==> src/rtl/load_sequencer_pkg.sv <==
// Shared encodings for the load_sequencer slice: FSM states, tile position codes
// and the position code width.
package load_sequencer_pkg;

  localparam int POS_W = 2;

  typedef enum logic [2:0] {
    S_IDLE     = 3'd0,
    S_KER      = 3'd1,
    S_BIAS     = 3'd2,
    S_IF       = 3'd3,
    S_WAIT_CMP = 3'd4,
    S_DONE     = 3'd7
  } state_t;

  typedef enum logic [POS_W-1:0] {
    POS_NONE = 2'd0,
    POS_TOP  = 2'd1,
    POS_MID  = 2'd2,
    POS_BOTT = 2'd3
  } tile_pos_t;

endpackage

==> src/rtl/load_sequencer_if.sv <==
// Control bundle between the master FSM / store engines / compute and the
// load_sequencer. The master modport is the sequencer's view.
interface load_sequencer_if #(
  parameter int TILE_W = 6
);
  import load_sequencer_pkg::*;

  logic              seq_start;
  logic [TILE_W-1:0] cfg_num_tiles;
  logic              ker_store_busy;
  logic              ker_store_done;
  logic              bias_store_busy;
  logic              bias_store_done;
  logic              if_store_busy;
  logic              if_store_done;
  logic              compute_done;
  logic              start_ker_store;
  logic              start_bias_store;
  logic              start_if_store;
  logic [TILE_W-1:0] tile_idx;
  logic [POS_W-1:0]  tile_pos;
  logic              tile_ready;
  logic              seq_done;
  logic              seq_busy;

  modport master (
    input  seq_start, cfg_num_tiles,
    input  ker_store_busy, ker_store_done,
    input  bias_store_busy, bias_store_done,
    input  if_store_busy, if_store_done,
    input  compute_done,
    output start_ker_store, start_bias_store, start_if_store,
    output tile_idx, tile_pos, tile_ready, seq_done, seq_busy
  );

  modport slave (
    output seq_start, cfg_num_tiles,
    output ker_store_busy, ker_store_done,
    output bias_store_busy, bias_store_done,
    output if_store_busy, if_store_done,
    output compute_done,
    input  start_ker_store, start_bias_store, start_if_store,
    input  tile_idx, tile_pos, tile_ready, seq_done, seq_busy
  );

endinterface

==> src/rtl/ldseq_start_gen.sv <==
// One store-engine start pulse generator: a single registered pulse per visit
// of the owning state, issued once the engine is neither busy nor reporting done.
module ldseq_start_gen (
  input  logic clk,
  input  logic reset,
  input  logic active,
  input  logic busy,
  input  logic done,
  output logic start,
  output logic issued
);

  logic start_r;
  logic issued_r;

  // issued is held clear while the owning state is not current, so each entry starts fresh
  always_ff @(posedge clk) begin
    if (reset) begin
      start_r  <= 1'b0;
      issued_r <= 1'b0;
    end else if (!active) begin
      start_r  <= 1'b0;
      issued_r <= 1'b0;
    end else if (!issued_r && !busy && !done) begin
      start_r  <= 1'b1;
      issued_r <= 1'b1;
    end else begin
      start_r  <= 1'b0;
    end
  end

  assign start  = start_r;
  assign issued = issued_r;

endmodule

==> src/rtl/load_sequencer.sv <==
// Layer load scheduler: kernel, optional bias (LDSEQ_BIAS_EN), then per-tile
// input-feature loads, each released only after compute consumed the previous tile.
module load_sequencer
  import load_sequencer_pkg::*;
#(
  parameter int TILE_W = 6
) (
  input  logic              clk,
  input  logic              reset,
  load_sequencer_if.master  bus
);

  state_t            state_r;
  logic [TILE_W-1:0] num_tiles_r;
  logic [TILE_W-1:0] tile_idx_r;
  logic              tile_ready_r;
  logic              seq_done_r;
  logic              last_tile;
  logic              ker_issued;
  logic              if_issued;
  logic              start_ker;
  logic              start_bias;
  logic              start_if;
  tile_pos_t         pos;

  assign last_tile = (tile_idx_r == (num_tiles_r - TILE_W'(1)));

  ldseq_start_gen u_ker_start (
    .clk    (clk),
    .reset  (reset),
    .active (state_r == S_KER),
    .busy   (bus.ker_store_busy),
    .done   (bus.ker_store_done),
    .start  (start_ker),
    .issued (ker_issued)
  );

`ifdef LDSEQ_BIAS_EN
  logic bias_issued;

  ldseq_start_gen u_bias_start (
    .clk    (clk),
    .reset  (reset),
    .active (state_r == S_BIAS),
    .busy   (bus.bias_store_busy),
    .done   (bus.bias_store_done),
    .start  (start_bias),
    .issued (bias_issued)
  );
`else
  assign start_bias = 1'b0;
`endif

  ldseq_start_gen u_if_start (
    .clk    (clk),
    .reset  (reset),
    .active (state_r == S_IF),
    .busy   (bus.if_store_busy),
    .done   (bus.if_store_done),
    .start  (start_if),
    .issued (if_issued)
  );

  // Layer sequencing FSM; engine done pulses only count after that state's start was issued
  always_ff @(posedge clk) begin
    if (reset) begin
      state_r      <= S_IDLE;
      num_tiles_r  <= {TILE_W{1'b0}};
      tile_idx_r   <= {TILE_W{1'b0}};
      tile_ready_r <= 1'b0;
      seq_done_r   <= 1'b0;
    end else begin
      tile_ready_r <= 1'b0;
      seq_done_r   <= 1'b0;
      case (state_r)
        S_IDLE: begin
          if (bus.seq_start) begin
            num_tiles_r <= (bus.cfg_num_tiles == {TILE_W{1'b0}}) ? TILE_W'(1) : bus.cfg_num_tiles;
            tile_idx_r  <= {TILE_W{1'b0}};
            state_r     <= S_KER;
          end
        end
        S_KER: begin
          if (bus.ker_store_done && ker_issued) begin
`ifdef LDSEQ_BIAS_EN
            state_r <= S_BIAS;
`else
            state_r <= S_IF;
`endif
          end
        end
`ifdef LDSEQ_BIAS_EN
        S_BIAS: begin
          if (bus.bias_store_done && bias_issued) begin
            state_r <= S_IF;
          end
        end
`endif
        S_IF: begin
          if (bus.if_store_done && if_issued) begin
            tile_ready_r <= 1'b1;
            state_r      <= S_WAIT_CMP;
          end
        end
        S_WAIT_CMP: begin
          if (bus.compute_done) begin
            if (last_tile) begin
              seq_done_r <= 1'b1;
              state_r    <= S_DONE;
            end else begin
              tile_idx_r <= tile_idx_r + TILE_W'(1);
              state_r    <= S_IF;
            end
          end
        end
        S_DONE:  state_r <= S_IDLE;
        default: state_r <= S_IDLE;
      endcase
    end
  end

  // Tile position derived from the registered index; a single tile reports TOP
  always_comb begin
    pos = POS_NONE;
    case (state_r)
      S_IF, S_WAIT_CMP, S_DONE: begin
        if (tile_idx_r == {TILE_W{1'b0}}) begin
          pos = POS_TOP;
        end else if (last_tile) begin
          pos = POS_BOTT;
        end else begin
          pos = POS_MID;
        end
      end
      default: pos = POS_NONE;
    endcase
  end

  assign bus.start_ker_store  = start_ker;
  assign bus.start_bias_store = start_bias;
  assign bus.start_if_store   = start_if;
  assign bus.tile_idx         = tile_idx_r;
  assign bus.tile_pos         = pos;
  assign bus.tile_ready       = tile_ready_r;
  assign bus.seq_done         = seq_done_r;
  assign bus.seq_busy         = (state_r != S_IDLE);

endmodule

==> src/flat_wrapper.sv <==
// flat-port wrapper written by rule: the top's interface ports become plain ports
module load_sequencer_flat import load_sequencer_pkg::*;
#(
  parameter int TILE_W = 6
)
  (clk, reset, bus_seq_start, bus_cfg_num_tiles, bus_ker_store_busy, bus_ker_store_done, bus_bias_store_busy, bus_bias_store_done, bus_if_store_busy, bus_if_store_done, bus_compute_done, bus_start_ker_store, bus_start_bias_store, bus_start_if_store, bus_tile_idx, bus_tile_pos, bus_tile_ready, bus_seq_done, bus_seq_busy);
  load_sequencer_if #(.TILE_W(TILE_W)) bus_i ();
  input  logic clk;
  input  logic reset;
  input wire logic [$bits(bus_i.seq_start)-1:0] bus_seq_start;
  input wire logic [$bits(bus_i.cfg_num_tiles)-1:0] bus_cfg_num_tiles;
  input wire logic [$bits(bus_i.ker_store_busy)-1:0] bus_ker_store_busy;
  input wire logic [$bits(bus_i.ker_store_done)-1:0] bus_ker_store_done;
  input wire logic [$bits(bus_i.bias_store_busy)-1:0] bus_bias_store_busy;
  input wire logic [$bits(bus_i.bias_store_done)-1:0] bus_bias_store_done;
  input wire logic [$bits(bus_i.if_store_busy)-1:0] bus_if_store_busy;
  input wire logic [$bits(bus_i.if_store_done)-1:0] bus_if_store_done;
  input wire logic [$bits(bus_i.compute_done)-1:0] bus_compute_done;
  output wire logic [$bits(bus_i.start_ker_store)-1:0] bus_start_ker_store;
  output wire logic [$bits(bus_i.start_bias_store)-1:0] bus_start_bias_store;
  output wire logic [$bits(bus_i.start_if_store)-1:0] bus_start_if_store;
  output wire logic [$bits(bus_i.tile_idx)-1:0] bus_tile_idx;
  output wire logic [$bits(bus_i.tile_pos)-1:0] bus_tile_pos;
  output wire logic [$bits(bus_i.tile_ready)-1:0] bus_tile_ready;
  output wire logic [$bits(bus_i.seq_done)-1:0] bus_seq_done;
  output wire logic [$bits(bus_i.seq_busy)-1:0] bus_seq_busy;
  assign bus_i.seq_start = bus_seq_start;
  assign bus_i.cfg_num_tiles = bus_cfg_num_tiles;
  assign bus_i.ker_store_busy = bus_ker_store_busy;
  assign bus_i.ker_store_done = bus_ker_store_done;
  assign bus_i.bias_store_busy = bus_bias_store_busy;
  assign bus_i.bias_store_done = bus_bias_store_done;
  assign bus_i.if_store_busy = bus_if_store_busy;
  assign bus_i.if_store_done = bus_if_store_done;
  assign bus_i.compute_done = bus_compute_done;
  assign bus_start_ker_store = bus_i.start_ker_store;
  assign bus_start_bias_store = bus_i.start_bias_store;
  assign bus_start_if_store = bus_i.start_if_store;
  assign bus_tile_idx = bus_i.tile_idx;
  assign bus_tile_pos = bus_i.tile_pos;
  assign bus_tile_ready = bus_i.tile_ready;
  assign bus_seq_done = bus_i.seq_done;
  assign bus_seq_busy = bus_i.seq_busy;
  load_sequencer #(.TILE_W(TILE_W)) u_core (.clk(clk), .reset(reset), .bus(bus_i));
endmodule
==> config.mk <==
export PLATFORM = sky130hd
export DESIGN_NAME = load_sequencer_flat
export DESIGN_NICKNAME = d
export VERILOG_FILES = /design/src/rtl/load_sequencer_pkg.sv /design/src/rtl/load_sequencer_if.sv /design/src/rtl/ldseq_start_gen.sv /design/src/rtl/load_sequencer.sv /design/src/flat_wrapper.sv
export SDC_FILE = /design/constraint.sdc
export NUM_CORES = 1
export LEC_CHECK = 0
export ABC_AREA = 1
export ABC_CLOCK_PERIOD_IN_PS = 3400
export BUFFER_PORTS_ARGS = -buffer_cell sky130_fd_sc_hd__clkbuf_2
export CORE_AREA = 8 8 74 76
export CTS_BUF_LIST = sky130_fd_sc_hd__clkbuf_8
export DETAILED_ROUTE_END_ITERATION = 8
export DIE_AREA = 0 0 82 84
export HOLD_SLACK_MARGIN = 0.02
export PLACE_DENSITY = 0.51
export SYNTH_ARGS = -nofsm -noshare
export SYNTH_HDL_FRONTEND = slang
export SYNTH_SLANG_ARGS = --single-unit
==> constraint.sdc <==
create_clock -name clk -period 3.4 [get_ports clk]
set_input_delay 0.17 -clock clk [delete_from_list [all_inputs] [get_ports clk]]
set_output_delay 0.17 -clock clk [all_outputs]
set_load 0.1 [all_outputs]
======== Word-level counts from Yosys, hierarchy flattened ========
Index checks and enable logic that the tools add are counted.
storage, ports and cells
  bits in latches ......................... 0
  input port bits ......................... 16
  register bits after elaboration ......... 21
  RAM bits ................................ 0
  bits in read-only memories .............. 0
  word-level logic and storage cells ...... 67
  output and inout bits ................... 14
  memories ................................ 0
cells by class
  eq/ne operators ......................... 10
  add/subtract/negate cells ............... 2
  mux-type cells .......................... 18
  magnitude comparators ................... 0
  reductions and logical operators ........ 24
  $mul .................................... 0
  bitwise gates (word level) .............. 4
  shift-type cells ........................ 0
  divide/modulo/power cells ............... 0
operators with widths
  cell                                                                count
  6-bit two-way mux                                                   4
  3-bit two-way mux                                                   5
  6-bit zero test                                                     2
  3-bit one-hot mux with 4 select lines                               1
  6-bit one-hot mux with 2 select lines                               1
  4-bit AND reduction                                                 2
  6-bit by 1-bit adder with 6-bit output, second input constant       1
  3-bit == test, second input constant                                2
  6-bit == test                                                       1
  1-bit logical AND                                                   6
  1-bit zero test                                                     6
  2-bit != test, second input constant                                3
  3-bit OR reduction                                                  2
  6-bit by 1-bit subtractor with 6-bit output, second input constant  1
  1-bit two-way mux                                                   5
  2-bit two-way mux                                                   2
  2-bit by 1-bit != test with 1-bit output, second input constant     2
  1-bit inverter                                                      4
  2-bit OR reduction                                                  2
  3-bit by 1-bit == test with 1-bit output, second input constant     1
  3-bit by 2-bit == test with 1-bit output, second input constant     1
  3-bit zero test                                                     1
  3-bit nonzero test                                                  1
  2-bit AND reduction                                                 1
  2-bit nonzero test                                                  1

======== Logic depth before layout (Yosys ltp) ========
  word-level depth ........................ 5
  mapped depth ............................ 13
  mapped depth without buffers ............ 13

======== Cells and area by module ========
From an unflattened synthesis, not the netlist that was laid out.
second synthesis, totals
  cell total of the unflattened synthesis .. 197
  area total of the unflattened synthesis .. 1288.7 um2
by module, submodules not included
  module           cells each  instances  area each (um2)  sequential area each (um2)
  load_sequencer   171         1          1118.6           340.3
  ldseq_start_gen  13          2          85.1             40.0

======== Least setup slack after synthesis ========
No wires, ideal clock.
  path kind ............................... register to output
  from .................................... register u_core.tile_idx_r[1], in the netlist u_core.bus.tile_idx[1]
  to ...................................... output port bus_tile_pos[0]
  required time ........................... 3.230 ns
  arrival time ............................ 3.124 ns
  cell stages (with the launch flop) ...... 9
  setup slack ............................. 0.106 ns
  path buffers ............................ 0
  cell sequence ........................... dfxtp_1 inv_1 nand2_1 nand2_1 nor2_2 nand3_2 nor2_4 nand3_1 a22oi_1
on the way
  longest elaborated chain between the ends .. 4
  elaborated cells on any way between the ends .. 5
  those cells by class .................... eq/ne: 1; mux: 3; reduce/logical: 1
ends and longest elaborated chain
  element                   line                   text
  start: declaration        load_sequencer.sv:15   logic [TILE_W-1:0] tile_idx_r;
  start signal: assignment  load_sequencer.sv:69   tile_idx_r <= {TILE_W{1'b0}};
  start signal: assignment  load_sequencer.sv:79   tile_idx_r <= {TILE_W{1'b0}};
  start signal: assignment  load_sequencer.sv:111  tile_idx_r <= tile_idx_r + TILE_W'(1);
  6-bit == test             load_sequencer.sv:26   assign last_tile = (tile_idx_r == (num_tiles_r - TILE_W'(1)));
  1-bit two-way mux         load_sequencer.sv:129  end else if (last_tile) begin
  2-bit two-way mux *       load_sequencer.sv:127  if (tile_idx_r == {TILE_W{1'b0}}) begin
  2-bit two-way mux *       load_sequencer.sv:125  case (state_r)
  end: declaration          flat_wrapper.sv:23     output wire logic [$bits(bus_i.tile_pos)-1:0] bus_tile_pos;
Mark *: on every way between the ends. The rest lies on a longest branch, timed or not.

======== Worst setup path after layout ========
  from .................................... register u_core.num_tiles_r[0]
  to ...................................... output port bus_tile_pos[0]
on the way
  longest elaborated chain between the ends .. 5
ends and longest elaborated chain
  element                                      line                   text
  start: declaration                           load_sequencer.sv:14   logic [TILE_W-1:0] num_tiles_r;
  start signal: assignment                     load_sequencer.sv:68   num_tiles_r <= {TILE_W{1'b0}};
  start signal: assignment                     load_sequencer.sv:78   num_tiles_r <= (bus.cfg_num_tiles == {TILE_W{1'b0}}) ? TILE_W'(1) : bus.cfg_num_tiles;
  6-bit by 1-bit subtractor with 6-bit output  load_sequencer.sv:26
  6-bit == test                                load_sequencer.sv:26
  1-bit two-way mux                            load_sequencer.sv:129
  2-bit two-way mux                            load_sequencer.sv:127
  2-bit two-way mux                            load_sequencer.sv:125
No other way between the ends.

==> qor.tcl <==
set qor(run_status) {finished, final reports clean}
set qor(post_route_fraction_of_the_period_consumed_by_the_critical_path_pct) 69.3
set qor(synth_enable_flop_cells) 0
set qor(critPathKind) {flop to primary output}
set qor(hold_path.class) {input pin to flop}
set qor(dieArea_um2) 6890
set qor(drt_iter0_markers) 65
set qor(worst_slew_margin_rel_pct) 63.3
set qor(post_cts_buffers) 0
set qor(syn_area_per_cell_um2) 6.46
set qor(port_buffers) 26
set qor(initial_core_utilization_pct) 29.7
set qor(floorplan.die.width_um) 82
set qor(hold_violations) 0
set qor(n_antenna_cell) 0
set qor(cts.repair.resized) 0
set qor(cts.path.max_buffers) 2
set qor(mux_cell_area_share_after_synthesis_pct) 0
set qor(finalWirelength_mm) 2.96
set qor(cp-startpoint) {u_core.num_tiles_r[0]}
set qor(timing.critical_path.from_type) {flop}
set qor(cpMaxStageDelayCell) {sky130_fd_sc_hd__clkbuf_2}
set qor(setup_tns_ns) 0
set qor(grt_util_all_layers_pct) 9.10
set qor(detailroute.via_count) 1247
set qor(dp_worst_setup_slack_ns) 1.31
set qor(reg2reg_depth) 13
set qor(tightest_slew_ns) 0.553
set qor(highest_achievable_clock_rate_mhz) 425
set qor(hold-path-endpoint) {u_core.bus.seq_done}
set qor(register_area_share_after_synthesis_pct) 33.2
set qor(fin_worst_hold_slack_ns) 0.146
set qor(post_synth_most_frequent_cells) {sky130_fd_sc_hd__nand2_1, sky130_fd_sc_hd__inv_1, sky130_fd_sc_hd__nor2_1, sky130_fd_sc_hd__dfxtp_1, sky130_fd_sc_hd__nand3_1}
set qor(cpLargestDelayFamily) {buffers and inverters}
set qor(critical_path_cell_by_cell) {inv_2 > ha_1 > inv_1 > nand2_1 > nand2_1 > nor2_2 > nand3_2 > nor2_4 > nand3_1 > a22oi_1 > clkbuf_2}
set qor(post_synth_xor_area_fraction_pct) 0.692
set qor(post_synth_top_flop) {sky130_fd_sc_hd__dfxtp_1}
set qor(drt_first_pass_iters) 4
set qor(worstPathArrival_ns) 2.18
set qor(drt-wirelength-per-cell_um) 10.9
set qor(number_of_antenna_violations_at_the_first_check_in_global_routing) 0
set qor(post_synth_inst_count) 196
set qor(period_needed_ns) 2.35
set qor(dp_hpwl_mm) 2.39
set qor(cts_root_buf) {sky130_fd_sc_hd__clkbuf_8}
set qor(antenna_left) 0
set qor(fp-row-count) 24
set qor(synth_area_in_simple_gates_pct) 37.2
set qor(cts_hold_repair.buffers) 0
set qor(async_flop_share_pct) 0
set qor(final_layout_size_suffix_gt1_share_pct) 17.7
set qor(postSynthNetCount) 215
set qor(finalClockSkew_ns) 0.00498
set qor(final_critical_path_setup_slack_ns) 1.05
set qor(cp_num_buf_inv) 3
set qor(clk_latency_ns) 0.26
set qor(setup_violating_endpoint_count_in_the_final_report) 0
set qor(synth.top_cells.by_area) {sky130_fd_sc_hd__dfxtp_1, sky130_fd_sc_hd__nand2_1, sky130_fd_sc_hd__nand3_1}
set qor(worst-path-max-fanout) 6
set qor(route.detailed.vias_per_inst) 4.58
set qor(syn_to_final_growth_pct) 14.8
set qor(setup_repair_after_global_routing_missed_its_margin) {no}
set qor(ys_seq_elements) 21
set qor(detail_route.drc_violations) 0
set qor(synth_top_family_by_area) {simple AND/OR/NAND/NOR gates}
set qor(tritoncts) {yes}
set qor(min_delay_path_depth) 3
set qor(r2r_slack_ns) 1.64
set qor(share_of_the_synthesized_area_in_the_top_cell_type_pct) 33.2
set qor(synthesis.yosys.warnings) 0
set qor(rr_startpoint) {u_core.num_tiles_r[0]}
set qor(syn-cell-area_um2) 1270
set qor(nNetsFinal) 240
set qor(kind_of_end_point_of_the_critical_path) {primary output}
set qor(largest_net_degree_at_the_start_of_global_routing) 15
set qor(htree_levels) 1
set qor(maxCapViolations) 0
set qor(max_stage_delay_ns) 0.50
set qor(cp_common_cell) {sky130_fd_sc_hd__nand2_1}
set qor(post-synth-top-count-cell) {sky130_fd_sc_hd__nand2_1}
set qor(cts.clk_slew.worst_paths_ns) 0.08
set qor(synth.largest_area_cell) {sky130_fd_sc_hd__dfxtp_1}
set qor(vias_in_the_first_global_route) 1229
set qor(timing.rr.end) {u_core.bus.tile_idx[3]}
set qor(post_synthesis_cell_type_count) 28
set qor(design.portCount) 30
set qor(hold_path_startpoint) {bus_compute_done}
set qor(core_um2) 4260
set qor(numCtsBuffers) 3
set qor(gp_congestion) 0.762
set qor(die_y_um) 84
set qor(grt_remaining_overflow) 0
set qor(slew_violations) 0
set qor(clkSinkCount) 21
set qor(grt_first_pass_wirelength_mm) 5.22
set qor(required_ns) 3.23
set qor(synth_compound_area_share_pct) 12.9
set qor(synth_fa_ha_area_share_pct) 2.96
[layout by cell type (no fill, tap or decap)]
master,n
sky130_fd_sc_hd__nand2_1,52
sky130_fd_sc_hd__o21ai_0,10
sky130_fd_sc_hd__clkinv_1,1
sky130_fd_sc_hd__nand4_4,1
sky130_fd_sc_hd__a22oi_1,1
sky130_fd_sc_hd__clkbuf_8,3
sky130_fd_sc_hd__nor2_4,1
sky130_fd_sc_hd__nand4_1,1
sky130_fd_sc_hd__buf_4,1
sky130_fd_sc_hd__o21ai_1,1
sky130_fd_sc_hd__a21oi_1,13
sky130_fd_sc_hd__inv_2,3
sky130_fd_sc_hd__nor4_1,1
sky130_fd_sc_hd__conb_1,1
sky130_fd_sc_hd__nor2_2,2
sky130_fd_sc_hd__inv_1,24
sky130_fd_sc_hd__nor3_1,4
sky130_fd_sc_hd__or2_2,1
sky130_fd_sc_hd__ha_1,3
sky130_fd_sc_hd__nand3_2,1
sky130_fd_sc_hd__nor2_1,23
sky130_fd_sc_hd__o21bai_1,1
sky130_fd_sc_hd__a31oi_1,1
sky130_fd_sc_hd__xnor2_1,1
sky130_fd_sc_hd__a211oi_1,3
sky130_fd_sc_hd__dfxtp_1,21
sky130_fd_sc_hd__nand3_1,19
sky130_fd_sc_hd__clkbuf_2,26
[layout make-up]
class,instances,area (µm²)
fill,494,2810
multi-input combinational,141,684
sequential,21,420
timing repair buffer,27,138
inverter,27,101
tap,52,65.1
clock buffer,3,41.3
clock inverter,1,3.75
[per-stage QoR]
step / area (µm²) / cells / util [%]
5_1_grt: 1450 / 272 / 34.1
2_1_floorplan: 1270 / 196 / -
3_3_place_gp: 1410 / 268 / 33.0
4_1_cts: 1450 / 272 / 34.1
6_report: 1450 / 272 / 34.1
3_5_place_dp: 1410 / 268 / 33.0
[state kept, by name (all words and copies together), names as in the netlist]
| signal | count |
|---|---|
| u_core.state_r | 3 |
| u_core.u_ker_start.start | 1 |
| u_core.bus.tile_ready | 1 |
| u_core.u_if_start.issued | 1 |
| u_core.bus.seq_done | 1 |
| u_core.u_ker_start.issued | 1 |
| u_core.num_tiles_r | 6 |
| u_core.bus.tile_idx | 6 |
| u_core.u_if_start.start | 1 |
[cells by family after synthesis]
| logic type | count (synthesis) |
|---|---|
| adders and majority gates | 3 |
| buffers and inverters | 34 |
| AOI/OAI and AO/OA | 30 |
| xor gates and xnor gates | 1 |
| DFF | 21 |
| other | 1 |
| and+or+nand+nor | 106 |
[how the worst max path moves through the flow]
stage	slack, ns	cells after the start	end
floorplan	0.11	8	bus_tile_pos[0]
global placement	1.31	11	bus_tile_pos[0]
detailed placement	1.31	11	bus_tile_pos[0]
CTS	1.02	11	bus_tile_pos[0]
global route	0.88	11	bus_tile_pos[0]
finish	1.05	11	bus_tile_pos[0]
[worst reg2reg max path: stages (launching register included)]
cell                      delay (ns)
sky130_fd_sc_hd__dfxtp_1        0.36
sky130_fd_sc_hd__inv_2          0.07
sky130_fd_sc_hd__ha_1           0.30
sky130_fd_sc_hd__inv_1          0.04
sky130_fd_sc_hd__nand2_1        0.06
sky130_fd_sc_hd__nand2_1        0.05
sky130_fd_sc_hd__nor2_2         0.09
sky130_fd_sc_hd__nand3_2        0.08
sky130_fd_sc_hd__nor2_4         0.12
sky130_fd_sc_hd__nand4_4        0.20
sky130_fd_sc_hd__nand2_1        0.15
sky130_fd_sc_hd__nand2_1        0.05
sky130_fd_sc_hd__nand2_1        0.05
sky130_fd_sc_hd__nor2_1         0.04
[routing by layer]
layer	part of all wire [%]	up-vias	routed length, µm	track usage [%]
met4	0.91	0	27	2.88
li1	-	675	-	-
met1	49	546	1460	11.3
met3	4.2	4	123	2.48
met2	46	22	1350	14.5
met5	0	-	0	0
Power is not shown: default switching activity piles up to over one toggle a cycle in this logic, so the estimate is an artifact.
